<file path="src/rtl/mem_io_arbiter_pkg.sv">
// Shared state encoding, address map and widths for the data-RAM / I/O arbiter.
package mem_io_arbiter_pkg;

    localparam int unsigned MEM_AW   = 14;
    localparam logic [31:0] IO_BASE  = 32'hFFFF_FC00;
    localparam logic [31:0] LED_ADDR = 32'hFFFF_FC60;
    localparam logic [31:0] SW_ADDR  = 32'hFFFF_FC70;

    typedef enum logic [1:0] {
        IDLE    = 2'd0,
        RD_WAIT = 2'd1,
        RD_DONE = 2'd2
    } arb_state_t;

    function automatic logic is_io(input logic [31:0] addr);
        return (addr >= IO_BASE);
    endfunction

endpackage

</file>
<file path="src/rtl/mem_io_arbiter_if.sv">
// Bundle of the CPU, loader, RAM and switch/LED signals around the arbiter.
interface mem_io_arbiter_if;
    import mem_io_arbiter_pkg::*;

    logic              cpu_req;
    logic              cpu_we;
    logic [31:0]       cpu_addr;
    logic [31:0]       cpu_wdata;
    logic [31:0]       cpu_rdata;
    logic              cpu_stall;
    logic              ld_req;
    logic [MEM_AW-1:0] ld_addr;
    logic [31:0]       ld_wdata;
    logic              ld_ack;
    logic              mem_en;
    logic              mem_we;
    logic [MEM_AW-1:0] mem_addr;
    logic [31:0]       mem_wdata;
    logic [31:0]       mem_rdata;
    logic [15:0]       kdata;
    logic [15:0]       bdata;
    logic [15:0]       led_out;

    // Requesters, RAM and board pins
    modport master (
        output cpu_req, cpu_we, cpu_addr, cpu_wdata, ld_req, ld_addr, ld_wdata,
        output mem_rdata, kdata, bdata,
        input  cpu_rdata, cpu_stall, ld_ack, mem_en, mem_we, mem_addr, mem_wdata, led_out
    );

    // The arbiter itself
    modport slave (
        input  cpu_req, cpu_we, cpu_addr, cpu_wdata, ld_req, ld_addr, ld_wdata,
        input  mem_rdata, kdata, bdata,
        output cpu_rdata, cpu_stall, ld_ack, mem_en, mem_we, mem_addr, mem_wdata, led_out
    );

endinterface

</file>
<file path="src/rtl/mem_io_arbiter_io_sync2.sv">
// Two-flop synchroniser for asynchronous board inputs.
module io_sync2 #(
    parameter int unsigned W = 32
) (
    input  logic         clk,
    input  logic         rst_n,
    input  logic [W-1:0] d,
    output logic [W-1:0] q
);

    logic [W-1:0] meta_r;
    logic [W-1:0] sync_r;

    // Two-stage capture of the raw pins
    always_ff @(posedge clk or negedge rst_n) begin
        if (!rst_n) begin
            meta_r <= {W{1'b0}};
            sync_r <= {W{1'b0}};
        end else begin
            meta_r <= d;
            sync_r <= meta_r;
        end
    end

    assign q = sync_r;

endmodule

</file>
<file path="src/rtl/mem_io_arbiter.sv">
// Arbitrates the data RAM and the switch/LED space between the CPU and the loader.
module mem_io_arbiter
    import mem_io_arbiter_pkg::*;
#(
    parameter int unsigned MEM_LAT = 1
) (
    input  logic             clk,
    input  logic             rst_n,
    mem_io_arbiter_if.slave  bus
);

    localparam logic [1:0] CNT_INIT = 2'(MEM_LAT - 1);

    arb_state_t        state_r;
    arb_state_t        next_s;
    logic [1:0]        cnt_r;
    logic [MEM_AW-1:0] addr_r;
    logic [31:0]       cpu_rdata_r;
    logic [15:0]       led_r;
    logic [31:0]       sw_s;
    logic [MEM_AW-1:0] cpu_waddr_s;
    logic              io_s;
    logic              stall_s;
    logic              ack_s;
    logic              en_s;
    logic              we_s;
    logic [MEM_AW-1:0] maddr_s;
    logic [31:0]       mwdata_s;
    logic              led_we_s;
    logic              io_rd_s;
    logic              rd_start_s;
    logic              capture_s;

    assign cpu_waddr_s = bus.cpu_addr[MEM_AW+1:2];
    assign io_s        = is_io(bus.cpu_addr);

    io_sync2 #(.W(32)) u_sw_sync (
        .clk   (clk),
        .rst_n (rst_n),
        .d     ({bus.kdata, bus.bdata}),
        .q     (sw_s)
    );

    // Next state and RAM/handshake steering; gated by rst_n so outputs drop at once
    always_comb begin
        next_s     = state_r;
        stall_s    = 1'b0;
        ack_s      = 1'b0;
        en_s       = 1'b0;
        we_s       = 1'b0;
        maddr_s    = cpu_waddr_s;
        mwdata_s   = bus.cpu_wdata;
        led_we_s   = 1'b0;
        io_rd_s    = 1'b0;
        rd_start_s = 1'b0;
        capture_s  = 1'b0;
        if (!rst_n) begin
            next_s = IDLE;
        end else begin
            case (state_r)
                IDLE: begin
                    if (bus.ld_req) begin
                        en_s     = 1'b1;
                        we_s     = 1'b1;
                        maddr_s  = bus.ld_addr;
                        mwdata_s = bus.ld_wdata;
                        ack_s    = 1'b1;
                        stall_s  = bus.cpu_req;
                    end else if (bus.cpu_req) begin
                        if (bus.cpu_we) begin
                            if (io_s) begin
                                led_we_s = (bus.cpu_addr == LED_ADDR);
                            end else begin
                                en_s = 1'b1;
                                we_s = 1'b1;
                            end
                        end else begin
                            if (io_s) begin
                                io_rd_s = 1'b1;
                            end else begin
                                en_s       = 1'b1;
                                stall_s    = 1'b1;
                                rd_start_s = 1'b1;
                                next_s     = RD_WAIT;
                            end
                        end
                    end else begin
                        next_s = IDLE;
                    end
                end
                RD_WAIT: begin
                    en_s    = 1'b1;
                    maddr_s = addr_r;
                    stall_s = 1'b1;
                    if (cnt_r == 2'd0) begin
                        capture_s = 1'b1;
                        next_s    = RD_DONE;
                    end else begin
                        next_s = RD_WAIT;
                    end
                end
                RD_DONE: begin
                    next_s = IDLE;
                end
                default: begin
                    next_s = IDLE;
                end
            endcase
        end
    end

    // State, wait counter, held read address and the registered CPU-visible outputs
    always_ff @(posedge clk or negedge rst_n) begin
        if (!rst_n) begin
            state_r     <= IDLE;
            cnt_r       <= 2'd0;
            addr_r      <= {MEM_AW{1'b0}};
            cpu_rdata_r <= 32'h0000_0000;
            led_r       <= 16'h0000;
        end else begin
            state_r <= next_s;
            if (rd_start_s) begin
                cnt_r  <= CNT_INIT;
                addr_r <= cpu_waddr_s;
            end else if ((state_r == RD_WAIT) && (cnt_r != 2'd0)) begin
                cnt_r <= cnt_r - 2'd1;
            end else begin
                cnt_r <= cnt_r;
            end
            if (capture_s) begin
                cpu_rdata_r <= bus.mem_rdata;
            end else if (io_rd_s) begin
                cpu_rdata_r <= (bus.cpu_addr == SW_ADDR) ? sw_s : 32'h0000_0000;
            end else begin
                cpu_rdata_r <= cpu_rdata_r;
            end
            if (led_we_s) begin
                led_r <= bus.cpu_wdata[15:0];
            end else begin
                led_r <= led_r;
            end
        end
    end

    assign bus.cpu_rdata = cpu_rdata_r;
    assign bus.led_out   = led_r;
    assign bus.cpu_stall = stall_s;
    assign bus.ld_ack    = ack_s;
    assign bus.mem_en    = en_s;
    assign bus.mem_we    = we_s;
    assign bus.mem_addr  = maddr_s;
    assign bus.mem_wdata = mwdata_s;

endmodule

</file>
<file path="src/flat_wrapper.sv">
// flat-port wrapper written by rule: the top's interface ports become plain ports
module mem_io_arbiter_flat import mem_io_arbiter_pkg::*;
#(
    parameter int unsigned MEM_LAT = 1
)
  (clk, rst_n, bus_cpu_req, bus_cpu_we, bus_cpu_addr, bus_cpu_wdata, bus_ld_req, bus_ld_addr, bus_ld_wdata, bus_mem_rdata, bus_kdata, bus_bdata, bus_cpu_rdata, bus_cpu_stall, bus_ld_ack, bus_mem_en, bus_mem_we, bus_mem_addr, bus_mem_wdata, bus_led_out);
  mem_io_arbiter_if bus_i ();
  input  logic clk;
  input  logic rst_n;
  input wire logic [$bits(bus_i.cpu_req)-1:0] bus_cpu_req;
  input wire logic [$bits(bus_i.cpu_we)-1:0] bus_cpu_we;
  input wire logic [$bits(bus_i.cpu_addr)-1:0] bus_cpu_addr;
  input wire logic [$bits(bus_i.cpu_wdata)-1:0] bus_cpu_wdata;
  input wire logic [$bits(bus_i.ld_req)-1:0] bus_ld_req;
  input wire logic [$bits(bus_i.ld_addr)-1:0] bus_ld_addr;
  input wire logic [$bits(bus_i.ld_wdata)-1:0] bus_ld_wdata;
  input wire logic [$bits(bus_i.mem_rdata)-1:0] bus_mem_rdata;
  input wire logic [$bits(bus_i.kdata)-1:0] bus_kdata;
  input wire logic [$bits(bus_i.bdata)-1:0] bus_bdata;
  output wire logic [$bits(bus_i.cpu_rdata)-1:0] bus_cpu_rdata;
  output wire logic [$bits(bus_i.cpu_stall)-1:0] bus_cpu_stall;
  output wire logic [$bits(bus_i.ld_ack)-1:0] bus_ld_ack;
  output wire logic [$bits(bus_i.mem_en)-1:0] bus_mem_en;
  output wire logic [$bits(bus_i.mem_we)-1:0] bus_mem_we;
  output wire logic [$bits(bus_i.mem_addr)-1:0] bus_mem_addr;
  output wire logic [$bits(bus_i.mem_wdata)-1:0] bus_mem_wdata;
  output wire logic [$bits(bus_i.led_out)-1:0] bus_led_out;
  assign bus_i.cpu_req = bus_cpu_req;
  assign bus_i.cpu_we = bus_cpu_we;
  assign bus_i.cpu_addr = bus_cpu_addr;
  assign bus_i.cpu_wdata = bus_cpu_wdata;
  assign bus_i.ld_req = bus_ld_req;
  assign bus_i.ld_addr = bus_ld_addr;
  assign bus_i.ld_wdata = bus_ld_wdata;
  assign bus_i.mem_rdata = bus_mem_rdata;
  assign bus_i.kdata = bus_kdata;
  assign bus_i.bdata = bus_bdata;
  assign bus_cpu_rdata = bus_i.cpu_rdata;
  assign bus_cpu_stall = bus_i.cpu_stall;
  assign bus_ld_ack = bus_i.ld_ack;
  assign bus_mem_en = bus_i.mem_en;
  assign bus_mem_we = bus_i.mem_we;
  assign bus_mem_addr = bus_i.mem_addr;
  assign bus_mem_wdata = bus_i.mem_wdata;
  assign bus_led_out = bus_i.led_out;
  mem_io_arbiter #(.MEM_LAT(MEM_LAT)) u_core (.clk(clk), .rst_n(rst_n), .bus(bus_i));
endmodule
</file>
<file path="config.mk">
export PLATFORM = sky130hd
export DESIGN_NAME = mem_io_arbiter_flat
export DESIGN_NICKNAME = d
export VERILOG_FILES = /design/src/rtl/mem_io_arbiter_pkg.sv /design/src/rtl/mem_io_arbiter_if.sv /design/src/rtl/mem_io_arbiter_io_sync2.sv /design/src/rtl/mem_io_arbiter.sv /design/src/flat_wrapper.sv
export SDC_FILE = /design/constraint.sdc
export NUM_CORES = 1
export LEC_CHECK = 0
export CORE_MARGIN = 2
export CORE_UTILIZATION = 30
export DETAILED_ROUTE_END_ITERATION = 10
export PLACE_DENSITY_LB_ADDON = 0.12
export SETUP_SLACK_MARGIN = 0.05
export SLEW_MARGIN = 20
export SYNTH_ARGS = -nofsm -noshare
export SYNTH_HDL_FRONTEND = slang
export SYNTH_SLANG_ARGS = --single-unit
</file>
<file path="constraint.sdc">
create_clock -name clk -period 6.6 [get_ports clk]
set_clock_uncertainty 0.2 [all_clocks]
set_input_delay 1.98 -clock clk [delete_from_list [all_inputs] [get_ports clk]]
set_output_delay 1.98 -clock clk [all_outputs]
set_load 0.02 [all_outputs]
</file>
==> summary.txt, run 1 <==
Power and ir drop
  • Power Dens Cells: 267 mW/mm^2
  • Tot Pwr: 2.34 mW
  • P_leak: approximately 3.8 nW
  • Peak supply drop: between 0.2 and 0.25 mV

Floorplanning
  • Initial Util: between 30 and 40%
  • FP Rows: 48
  • Placeable Area: 0.0171 sq mm
  • DIE AREA: approximately 0.018 sq mm
  • Die Wd: approximately 140 um
  • Boundary Pins: 277
  • Die H: 136 um

STA
  • Fin Setup TNS: 0 ns
  • Crit path time final: 6.28 ns
  • F_max: approximately 160 MHz
  • Rel. slew slack: about 46%
  • Period utilization: 95.1%
  • Minimum hold slack: ~0.15 ns
  • Final Setup Violations: 0
  • Hold Violations, Final: 0
  • Slew @ Worst Pin: just over 0.8 ns
  • Max Transition Viols Final: 0
  • RSZ-0062 raised after global routing: no

Clock network
  • Clock buffer depth: 2
  • CTS Sinks: 130
  • # Post-CTS Setup Buffers: 0
  • H-tree levels: 4
  • Clock Latency Late Sink: just over 0.4 ns
  • Post-CTS Hold Buffers: 0
  • Resize count post-CTS: 0
  • CTS root buf: clkbuf_16
  • CTS tree: built
  • Number of CTS-inserted buffers: 17
  • Worst-path clk slew: roughly 0.060 ns

Layout
  • Design area: between 0.008 and 0.009 sq mm
  • Area Growth Syn to Fin: 68.5%
  • # nets final: about 830
  • Most common cell after layout, fill and taps aside: clkdlybuf4s50_1
  • FILL cells: 1496
  • Number of diodes: 0
  • Most frequent cells in the layout: clkdlybuf4s50_1, dfrtp_1, mux2_2
  • Layout cells sized above 1: between 15 and 20%

Worst hold path
  • Hold Crit Start: u_core.u_sw_sync.meta_r[11]$_DFF_PN0_
  • Hold crit path type: reg -> reg
  • Worst hold stages: 0
  • WHS Endpoint: u_core.u_sw_sync.q[11]$_DFF_PN0_

Status
  • Status: finished clean

Global route
  • Remaining Overflow, GRT: 0
  • Number of global-route vias before repair: ~4.5k
  • First-pass GRT wire length: between 20 and 25 mm
  • Largest net degree at the start of global routing: 66
  • Initial antenna violation count: 0
  • Tot GR Track Use: about 17%

Worst setup path
  • Reg-to-reg slack, setup: 3.66 ns
  • R2R Path Start: u_core.state_r[1]$_DFFE_PN0P_
  • Req. time, crit path: 4.42 ns
  • Worst Setup End Kind: output port
  • FF-to-FF path depth: 7
  • R2r endpoint: u_core.bus.cpu_rdata[5]$_DFFE_PN0P_
  • Startpoint types: input pin
  • CP Launch Point: bus_cpu_addr[11]
  • Data arrival time of the critical path: 4.10 ns
  • Crit path max fanout: 5
  • Critical path type: in -> out

Synth
  • Sequential element share of the synthesized area: 62.4%
  • Warnings, synthesis: 0
  • Cells after synthesis: between 300 and 400
  • Yosys top cell by area: dfrtp_1
  • Main synth FF type: dfrtp_1
  • Net Count, Synth: 551
  • Netlist cell types: 37
  • Post-Syn Area per Cell: approximately 14 sq um
  • Synth Register Bits: 130
  • Top post-synthesis cells by area: dfrtp_1, mux2_2, a221o_1
  • Top cell type's share of synthesized area: about 62%
  • Post-synth ARST share: 100%
  • EDFF count, synth: 0
  • Synthesized area: 0.00521 sq mm

Detailed routing
  • Drt drc: 0
  • WL/cell: roughly 18 um
  • Final wirelength: about 16 mm
  • Antenna Nets Post-Route: 0
  • DR vias: about 4.2k
  • Vias/cell: around 4.7
  • First DRT Iteration DRCs: about 140
  • Drt pass-1 iters: 4

Place
  • RePlAce Congestion: approximately 0.74
  • Placed inst area: 0.00820 sq mm
  • Dpl hpwl: approximately 11 mm
  • Port bufs: 276

Flow run
  • Max_cap viols: 0
## routing by layer
layer  track usage, %  vias up  wire [um]
li1                 -     1944          -
met1             19.3     2085       6220
met2             29.2      171       7900
met3             6.02       17       1350
met4             5.50        0        210
met5                0        -          0
## per-stage QoR
| step | worst slack, ns | util, % | std cells |
|---|---|---|---|
| floorplan | 1.25 | - | 371 |
| global placement | 0.366 | 47.9 | 858 |
| detailed placement | 0.326 | 47.9 | 858 |
| CTS | 0.319 | 51.3 | 890 |
| global route | 0.157 | 51.3 | 890 |
| finish | 0.320 | 51.3 | 890 |
## final cells by class
type                       count  area, sq um  share of cell area [%]
clock inverter                15          155                    1.77
inverter                       4         15.0                   0.171
sequential                   130         3250                    37.1
tap                          225          282                    3.21
multi-input combinational    213         1800                    20.5
timing repair buffer         286         2850                    32.5
clock buffer                  17          425                    4.85
## where the power goes
| group | switching (mW) | internal, mW | total (mW) |
|---|---|---|---|
| registers | 0.0408 | 0.880 | 0.921 |
| logic | 0.209 | 0.293 | 0.501 |
| clock network | 0.359 | 0.559 | 0.918 |
## sequential cells by signal (all words and copies together), names as in the netlist
signal                   flops
u_core.bus.cpu_rdata        32
u_core.u_sw_sync.meta_r     32
u_core.u_sw_sync.q          32
u_core.bus.led_out          16
u_core.addr_r               14
u_core.cnt_r                 2
u_core.state_r               2
## worst max-delay path by stage
stage	endpoint	slack [ns]	cells after the start
after floorplan	bus_mem_wdata[23]	1.25	4
after global placement	bus_mem_we	0.37	7
after detailed placement	bus_mem_en	0.33	7
after CTS	bus_mem_en	0.32	7
after global routing	bus_mem_we	0.16	7
final	bus_mem_en	0.32	7
## Yosys cell counts, types with 3 or more instances
| cell type | n |
|---|---|
| buf_6 | 6 |
| nand4_1 | 5 |
| nand2b_1 | 3 |
| mux2_2 | 45 |
| dfrtp_1 | 130 |
| mux2_4 | 10 |
| inv_1 | 4 |
| mux2_1 | 7 |
| buf_2 | 3 |
| a21oi_1 | 14 |
| clkbuf_1 | 13 |
| nand2_1 | 6 |
| a221o_1 | 32 |
| nor2_1 | 18 |
| and3_1 | 34 |
| o22ai_1 | 14 |
## cells by family (layout without fill, tap and decap cells)
family | after synthesis | count (layout) | share of synthesized area [%]
and+or+nand+nor | 84 | 84 | 10.0
buffers and inverters | 28 | 322 | 3.10
muxes | 62 | 62 | 14.1
xor gates and xnor gates | 1 | 1 | 0.168
AOI/OAI and AO/OA | 65 | 65 | 9.89
DFF | 130 | 130 | 62.4
adders and majority gates | 1 | 1 | 0.240
## critical path: stages
cell             delay [ns]
clkdlybuf4s50_1        0.51
nand4_1                0.15
nor4_2                 0.31
and2_2                 0.27
nor3_1                 0.09
o31a_1                 0.26
clkdlybuf4s50_1        0.54
No activity file was read; power rests on OpenSTA's default activity.
==> run 2: changes to the inputs <==
- ABC_AREA: unset -> 1
==> run 2 against run 1 <==
Against the previous run: critical path depth did not move; core utilization shrank 1.7 points; via count rose by 33%; clock power is 2% higher; clock-buffer cell count unchanged; final cell count up 41%; non-clock buffer count fell by 1; routed wire length rose by 24%; critical path type unchanged; largest cell class unchanged.
==> summary.txt, run 2 <==
Synth
  • Most common library cells after synthesis: nand2_1, dfrtp_1, nand3_1, nor2_1, inv_1 (was dfrtp_1, mux2_2, and3_1, a221o_1, nor2_1)
  • Sequential element share of the synthesized area: 56.1% (was 62.4%)
  • Cells after synthesis: 714 (was 371)
  • Most common cell in the synthesized netlist: nand2_1 (was dfrtp_1)
  • Post-Syn Area per Cell: 8.12 sq um (was 14.0 sq um)
  • Post-synth ARST share: 100% (unchanged)
  • Yosys top cell by area: dfrtp_1 (unchanged)
  • Netlist cell types: 25 (was 37)
  • Top cell type's share of synthesized area: 56.1% (was 62.4%)
  • Synth Register Bits: 130 (unchanged)
  • Net Count, Synth: 894 (was 551)
  • Main synth FF type: dfrtp_1 (unchanged)
  • Synthesized area: 0.00580 sq mm (was 0.00521 sq mm)
  • Warnings, synthesis: 0 (unchanged)
  • Top post-synthesis cells by area: dfrtp_1, nand2_1, nand3_1 (was dfrtp_1, mux2_2, a221o_1)
  • EDFF count, synth: 0 (unchanged)

Clock network
  • Worst-path clk slew: 0.06 ns (about the same)
  • H-tree levels: 4 (unchanged)
  • Number of CTS-inserted buffers: 17 (unchanged)
  • Post-CTS Hold Buffers: 0 (unchanged)
  • Clock buffer depth: 2 (unchanged)
  • Resize count post-CTS: 0 (unchanged)
  • Clock Latency Late Sink: 0.41 ns (about the same)
  • # Post-CTS Setup Buffers: 0 (unchanged)
  • CTS root buf: clkbuf_16 (unchanged)
  • CTS tree: built (unchanged)
  • CTS Sinks: 130 (unchanged)

STA
  • Crit path time final: 6.14 ns (was 6.28 ns)
  • Final Setup Violations: 0 (unchanged)
  • Max Transition Viols Final: 0 (unchanged)
  • Fin Setup TNS: 0 ns (unchanged)
  • Setup WS post-layout: 0.460 ns (was 0.320 ns)
  • F_max: 163 MHz (was 159 MHz)
  • Period utilization: 93.0% (was 95.1%)
  • Hold Violations, Final: 0 (unchanged)
  • Rel. slew slack: 40.1% (was 45.6%)
  • Slew @ Worst Pin: 0.896 ns (was 0.817 ns)
  • RSZ-0062 raised after global routing: no (unchanged)

Detailed routing
  • Vias/cell: 4.47 (was 4.74)
  • Antenna Nets Post-Route: 0 (unchanged)
  • Drt pass-1 iters: 4 (unchanged)
  • First DRT Iteration DRCs: 251 (was 138)
  • Drt drc: 0 (unchanged)
  • WL/cell: 15.4 um (was 17.6 um)
  • Final wirelength: 19.4 mm (was 15.7 mm)
  • DR vias: 5613 (was 4217)

Global route
  • Initial antenna violation count: 0 (unchanged)
  • Remaining Overflow, GRT: 0 (unchanged)
  • First-pass GRT wire length: 30.3 mm (was 23.8 mm)
  • Tot GR Track Use: 19.3% (was 16.8%)
  • Number of global-route vias before repair: 5524 (was 4489)
  • Largest net degree at the start of global routing: 74 (was 66)

Place
  • Dpl hpwl: 14.0 mm (was 11.1 mm)
  • Place WS: 0.494 ns (was 0.326 ns)
  • RePlAce Congestion: 0.791 (was 0.741)
  • Dpl cells: 1224 (was 858)
  • Port bufs: 276 (unchanged)

Layout
  • # nets final: 1163 (was 832)
  • Layout cells sized above 1: 5.82% (was 16.4%)
  • FILL cells: 1880 (was 1496)
  • Most common cell after layout, fill and taps aside: nand2_1 (was clkdlybuf4s50_1)
  • Register area: 0.00325 sq mm (unchanged)
  • Area Growth Syn to Fin: 61.1% (was 68.5%)
  • Most frequent cells in the layout: nand2_1, clkdlybuf4s50_1, dfrtp_1 (was clkdlybuf4s50_1, dfrtp_1, mux2_2)
  • Number of diodes: 0 (unchanged)
  • Footprint of the multi-input gates: 0.00221 sq mm (was 0.00180 sq mm)
  • Non-Filler Instances: 1256 (was 890)

Floorplanning
  • DIE AREA: 0.0205 sq mm (was 0.0184 sq mm)
  • Boundary Pins: 277 (unchanged)
  • Die Wd: 143 um (was 136 um)
  • Die H: 143 um (was 136 um)
  • FP Rows: 50 (was 48)
  • Placeable Area: 0.0188 sq mm (was 0.0171 sq mm)
  • Initial Util: 30.8% (was 30.4%)

Flow run
  • Max_cap viols: 0 (unchanged)

Worst setup path
  • Req. time, crit path: 4.42 ns (about the same)
  • Crit-path most repeated cell: nand2_1 (was clkdlybuf4s50_1)
  • FF-to-FF path depth: 8 (was 7)
  • Startpoint types: input pin (unchanged)
  • Crit path max fanout: 17 (was 5)
  • R2R Path Start: u_core.state_r[0]$_DFFE_PN0P_ (was u_core.state_r[1]$_DFFE_PN0P_)
  • Critical path type: in -> out (unchanged)
  • Crit-path leading delay family: buffers and inverters (unchanged)
  • R2r endpoint: u_core.bus.cpu_rdata[31]$_DFFE_PN0P_ (was u_core.bus.cpu_rdata[5]$_DFFE_PN0P_)
  • Slowest CP cell: clkdlybuf4s50_1 (unchanged)
  • Worst Setup End Kind: output port (unchanged)
  • CP Launch Point: bus_ld_req (was bus_cpu_addr[11])
  • Data arrival time of the critical path: 3.96 ns (was 4.10 ns)
  • CP Cell Sequence: clkdlybuf4s50_1, nand2_1, nor2_2, buf_4, nand2_1, nand2_1, clkdlybuf4s50_1 (was clkdlybuf4s50_1, nand4_1, nor4_2, and2_2, nor3_1, o31a_1, clkdlybuf4s50_1)
  • Reg-to-reg slack, setup: 3.65 ns (was 3.66 ns)
  • Buf+Inv Stages, Crit Path: 3 (was 2)
  • Slowest stage delay, CP: 0.61 ns (was 0.54 ns)

Worst hold path
  • Hold crit path type: reg -> reg (unchanged)
  • Hold Crit Start: u_core.u_sw_sync.meta_r[2]$_DFF_PN0_ (was u_core.u_sw_sync.meta_r[11]$_DFF_PN0_)
  • WHS Endpoint: u_core.u_sw_sync.q[2]$_DFF_PN0_ (was u_core.u_sw_sync.q[11]$_DFF_PN0_)
  • Worst hold stages: 0 (unchanged)

Power and ir drop
  • P_leak: 4.32 nW (was 3.78 nW)
  • Peak supply drop: 0.201 mV (was 0.211 mV)
  • Power Dens Cells: 295 mW/mm^2 (was 267 mW/mm^2)

Status
  • Status: finished clean (unchanged)
[run 2: routing by layer]
layer	up-vias	wire length (um)	track usage (%)
li1	2787	-	-
met1	2655	8830	26.3
met2	154	9380	31.6
met3	17	966	4.19
met4	0	201	4.17
met5	-	0	0
[run 2: report_power, final]
part	switching, mW	internal, mW
sequential	0.0759	0.933
combinational	0.407	0.404
clock	0.397	0.537
[run 2: worst max-delay path by stage]
stage	end	cells after the start	slack, ns
after floorplan	bus_mem_addr[11]	5	1.45
after global placement	bus_mem_addr[1]	8	0.47
after detailed placement	bus_mem_addr[8]	8	0.49
after CTS	bus_mem_wdata[13]	7	0.48
after global routing	bus_mem_addr[1]	8	0.31
final	bus_mem_wdata[13]	7	0.46
[run 2: metrics by stage]
step                total power [mW]  hold WS (ns)  instance area, sq um  utilization (%)
floorplan                       1.40         0.131                  5800                -
global placement                1.83         0.131                  8750             46.5
detailed placement              1.84         0.135                  8750             46.5
CTS                             2.79         0.148                  9340             49.6
global route                    2.90         0.152                  9340             49.6
finish                          2.75         0.145                  9340             49.6
[run 2: cells by family after synthesis]
group	after synthesis	synth area share (%)
AOI/OAI and AO/OA	53	5.05
adders and majority gates	1	0.216
DFF	130	56.1
and+or+nand+nor	463	32.9
buffers and inverters	67	5.76
[run 2: cell type report]
type / count / area share [%]
inverters: 32 / 1.29
flip-flops and latches: 130 / 34.8
well taps: 260 / 3.48
clock buffers: 17 / 4.55
multi-input cells: 517 / 23.7
repair buffers: 285 / 30.4
clock inverters: 15 / 1.74
==> run 3: changes to the inputs <==
- GPL_TIMING_DRIVEN: unset -> 0
==> run 3 against run 2 <==
Against the previous run: largest cell class unchanged; maximum frequency decreased by 2.5%; core utilization increased by 1.7 points; design area increased by 3.3%; routed wire length increased by 2.7%; worst hold slack got worse by 0.0032 ns; sequential power about the same; critical path type unchanged.
==> summary.txt, run 3 (same netlist as run 2, synthesis figures left out) <==
Floorplanning
  • Boundary Pins: 277 (unchanged)
  • Die Wd: 143 um (unchanged)
  • Initial Util: 30.8% (unchanged)
  • Placeable Area: 0.0188 sq mm (unchanged)
  • FP Rows: 50 (unchanged)
  • Die H: 143 um (unchanged)
  • DIE AREA: 0.0205 sq mm (unchanged)

Global route
  • Number of global-route vias before repair: 5635 (was 5524)
  • Remaining Overflow, GRT: 0 (unchanged)
  • Initial antenna violation count: 0 (unchanged)
  • Tot GR Track Use: 19.6% (was 19.3%)
  • Largest net degree at the start of global routing: 67 (was 74)
  • First-pass GRT wire length: 30.7 mm (was 30.3 mm)

Detailed routing
  • Final wirelength: 19.9 mm (was 19.4 mm)
  • Drt drc: 0 (unchanged)
  • DR vias: 5700 (was 5613)
  • First DRT Iteration DRCs: 251 (unchanged)
  • Vias/cell: 4.44 (was 4.47)
  • WL/cell: 15.5 um (was 15.4 um)
  • Drt pass-1 iters: 4 (unchanged)
  • Antenna Nets Post-Route: 0 (unchanged)

Layout
  • Non-Filler Instances: 1284 (was 1256)
  • Design area: 0.00965 sq mm (was 0.00934 sq mm)
  • Number of diodes: 0 (unchanged)
  • Area Growth Syn to Fin: 66.5% (was 61.1%)
  • Most frequent cells in the layout: nand2_1, clkdlybuf4s50_1, dfrtp_1 (unchanged)
  • Layout cells sized above 1: 7.71% (was 5.82%)
  • Most common cell after layout, fill and taps aside: nand2_1 (unchanged)
  • # nets final: 1192 (was 1163)
  • Final Core Density: 51.3% (was 49.6%)

Place
  • Port bufs: 276 (unchanged)
  • Placed inst area: 0.00892 sq mm (was 0.00875 sq mm)
  • Dpl cells: 1251 (was 1224)
  • RePlAce Congestion: 0.806 (was 0.791)
  • Place WS: -0.306 ns (was 0.494 ns)
  • Dpl hpwl: 14.5 mm (was 14.0 mm)

Worst setup path
  • Startpoint types: input pin (unchanged)
  • Reg-to-reg slack, setup: 4.57 ns (was 3.65 ns)
  • Worst Setup End Kind: output port (unchanged)
  • Crit path max fanout: 10 (was 17)
  • Data arrival time of the critical path: 4.12 ns (was 3.96 ns)
  • Req. time, crit path: 4.42 ns (about the same)
  • Critical path type: in -> out (unchanged)

STA
  • F_max: 159 MHz (was 163 MHz)
  • RSZ-0062 raised after global routing: no (unchanged)
  • Period utilization: 95.4% (was 93.0%)
  • Rel. slew slack: 66.5% (was 40.1%)
  • Crit path time final: 6.30 ns (was 6.14 ns)
  • Final Setup Violations: 0 (unchanged)
  • Setup WS post-layout: 0.303 ns (was 0.460 ns)
  • Max Transition Viols Final: 0 (unchanged)
  • Minimum hold slack: 0.142 ns (was 0.145 ns)
  • Slew @ Worst Pin: 0.502 ns (was 0.896 ns)
  • Hold Violations, Final: 0 (unchanged)
  • Fin Setup TNS: 0 ns (unchanged)

Power and ir drop
  • Peak supply drop: 0.213 mV (was 0.201 mV)
  • Power Dens Cells: 300 mW/mm^2 (was 295 mW/mm^2)
  • P_leak: 4.48 nW (was 4.32 nW)
  • Tot Pwr: 2.89 mW (was 2.75 mW)

Worst hold path
  • Hold crit path type: reg -> reg (unchanged)

Status
  • Status: finished clean (unchanged)

Flow run
  • Max_cap viols: 0 (unchanged)

Clock network
  • CTS tree: built (unchanged)
  • CTS root buf: clkbuf_16 (unchanged)
  • Clock buffer depth: 2 (unchanged)
  • H-tree levels: 4 (unchanged)
  • Worst-path clk slew: 0.06 ns (about the same)
  • Clock Latency Late Sink: 0.41 ns (about the same)
  • # Post-CTS Setup Buffers: 0 (unchanged)
  • Post-CTS Hold Buffers: 0 (unchanged)
  • CTS Sinks: 130 (unchanged)
  • Number of CTS-inserted buffers: 17 (unchanged)
run 3: cell types whose count changed in the layout (fill, tap and decap cells not counted), sizes merged:
cell	delta
inv	-7
clkbuf	+12
buf	+18
bufbuf	+1
clkinvlp	+1
clkinv	-1
bufinv	+4
run 3: timing repair:
item,4_1_cts,5_1_grt
endpoints found under the setup margin,44,22
gates resized for setup,2,4
cloned,1,1
run 3: routing by layer:
metal  track usage, %  up-vias  routed length (um)  share of wire (%)
met5                0        -                   0                  0
met4             6.04        0                 301                1.5
met3             3.59       21                 908                4.6
met2             32.2      152                9680                 49
met1             26.4     2675                9000                 45
li1                 -     2852                   -                  -
run 3: final timing paths:
path / start / end / cells past startpoint
max in group asynchronous: rst_n / u_core.cnt_r[1]$_DFFE_PN0P_ / 2
max reg2reg: u_core.state_r[0]$_DFFE_PN0P_ / u_core.bus.cpu_rdata[26]$_DFFE_PN0P_ / 7
max: bus_ld_req / bus_mem_addr[5] / 8
min reg2reg: u_core.u_sw_sync.meta_r[2]$_DFF_PN0_ / u_core.u_sw_sync.q[2]$_DFF_PN0_ / 0
min: u_core.u_sw_sync.meta_r[2]$_DFF_PN0_ / u_core.u_sw_sync.q[2]$_DFF_PN0_ / 0
min in group asynchronous: rst_n / u_core.u_sw_sync.meta_r[27]$_DFF_PN0_ / 1
run 3: cell type report:
type                            count  area, sq um
Multi-Input combinational cell    517         2210
Sequential cell                   130         3250
Buffer                             35          218
Fill cell                        1784         9180
Tap cell                          260          325
Inverter                           32          120
Clock buffer                       19          453
Clock inverter                     12          204
Timing Repair Buffer              279         2870
run 3: worst max-delay path, cell delays in order:
cell	delay [ns]
clkdlybuf4s50_1	0.53
inv_1	0.11
nand2_1	0.10
clkbuf_1	0.40
o21ai_0	0.21
a21oi_1	0.15
o22ai_1	0.08
clkdlybuf4s50_1	0.55
run 3: power breakdown:
group	leakage (nW)	switching, mW	total, mW	internal (mW)
sequential	1.60	0.0743	1.01	0.934
combinational	2.57	0.414	0.833	0.419
clock	0.312	0.360	1.05	0.691
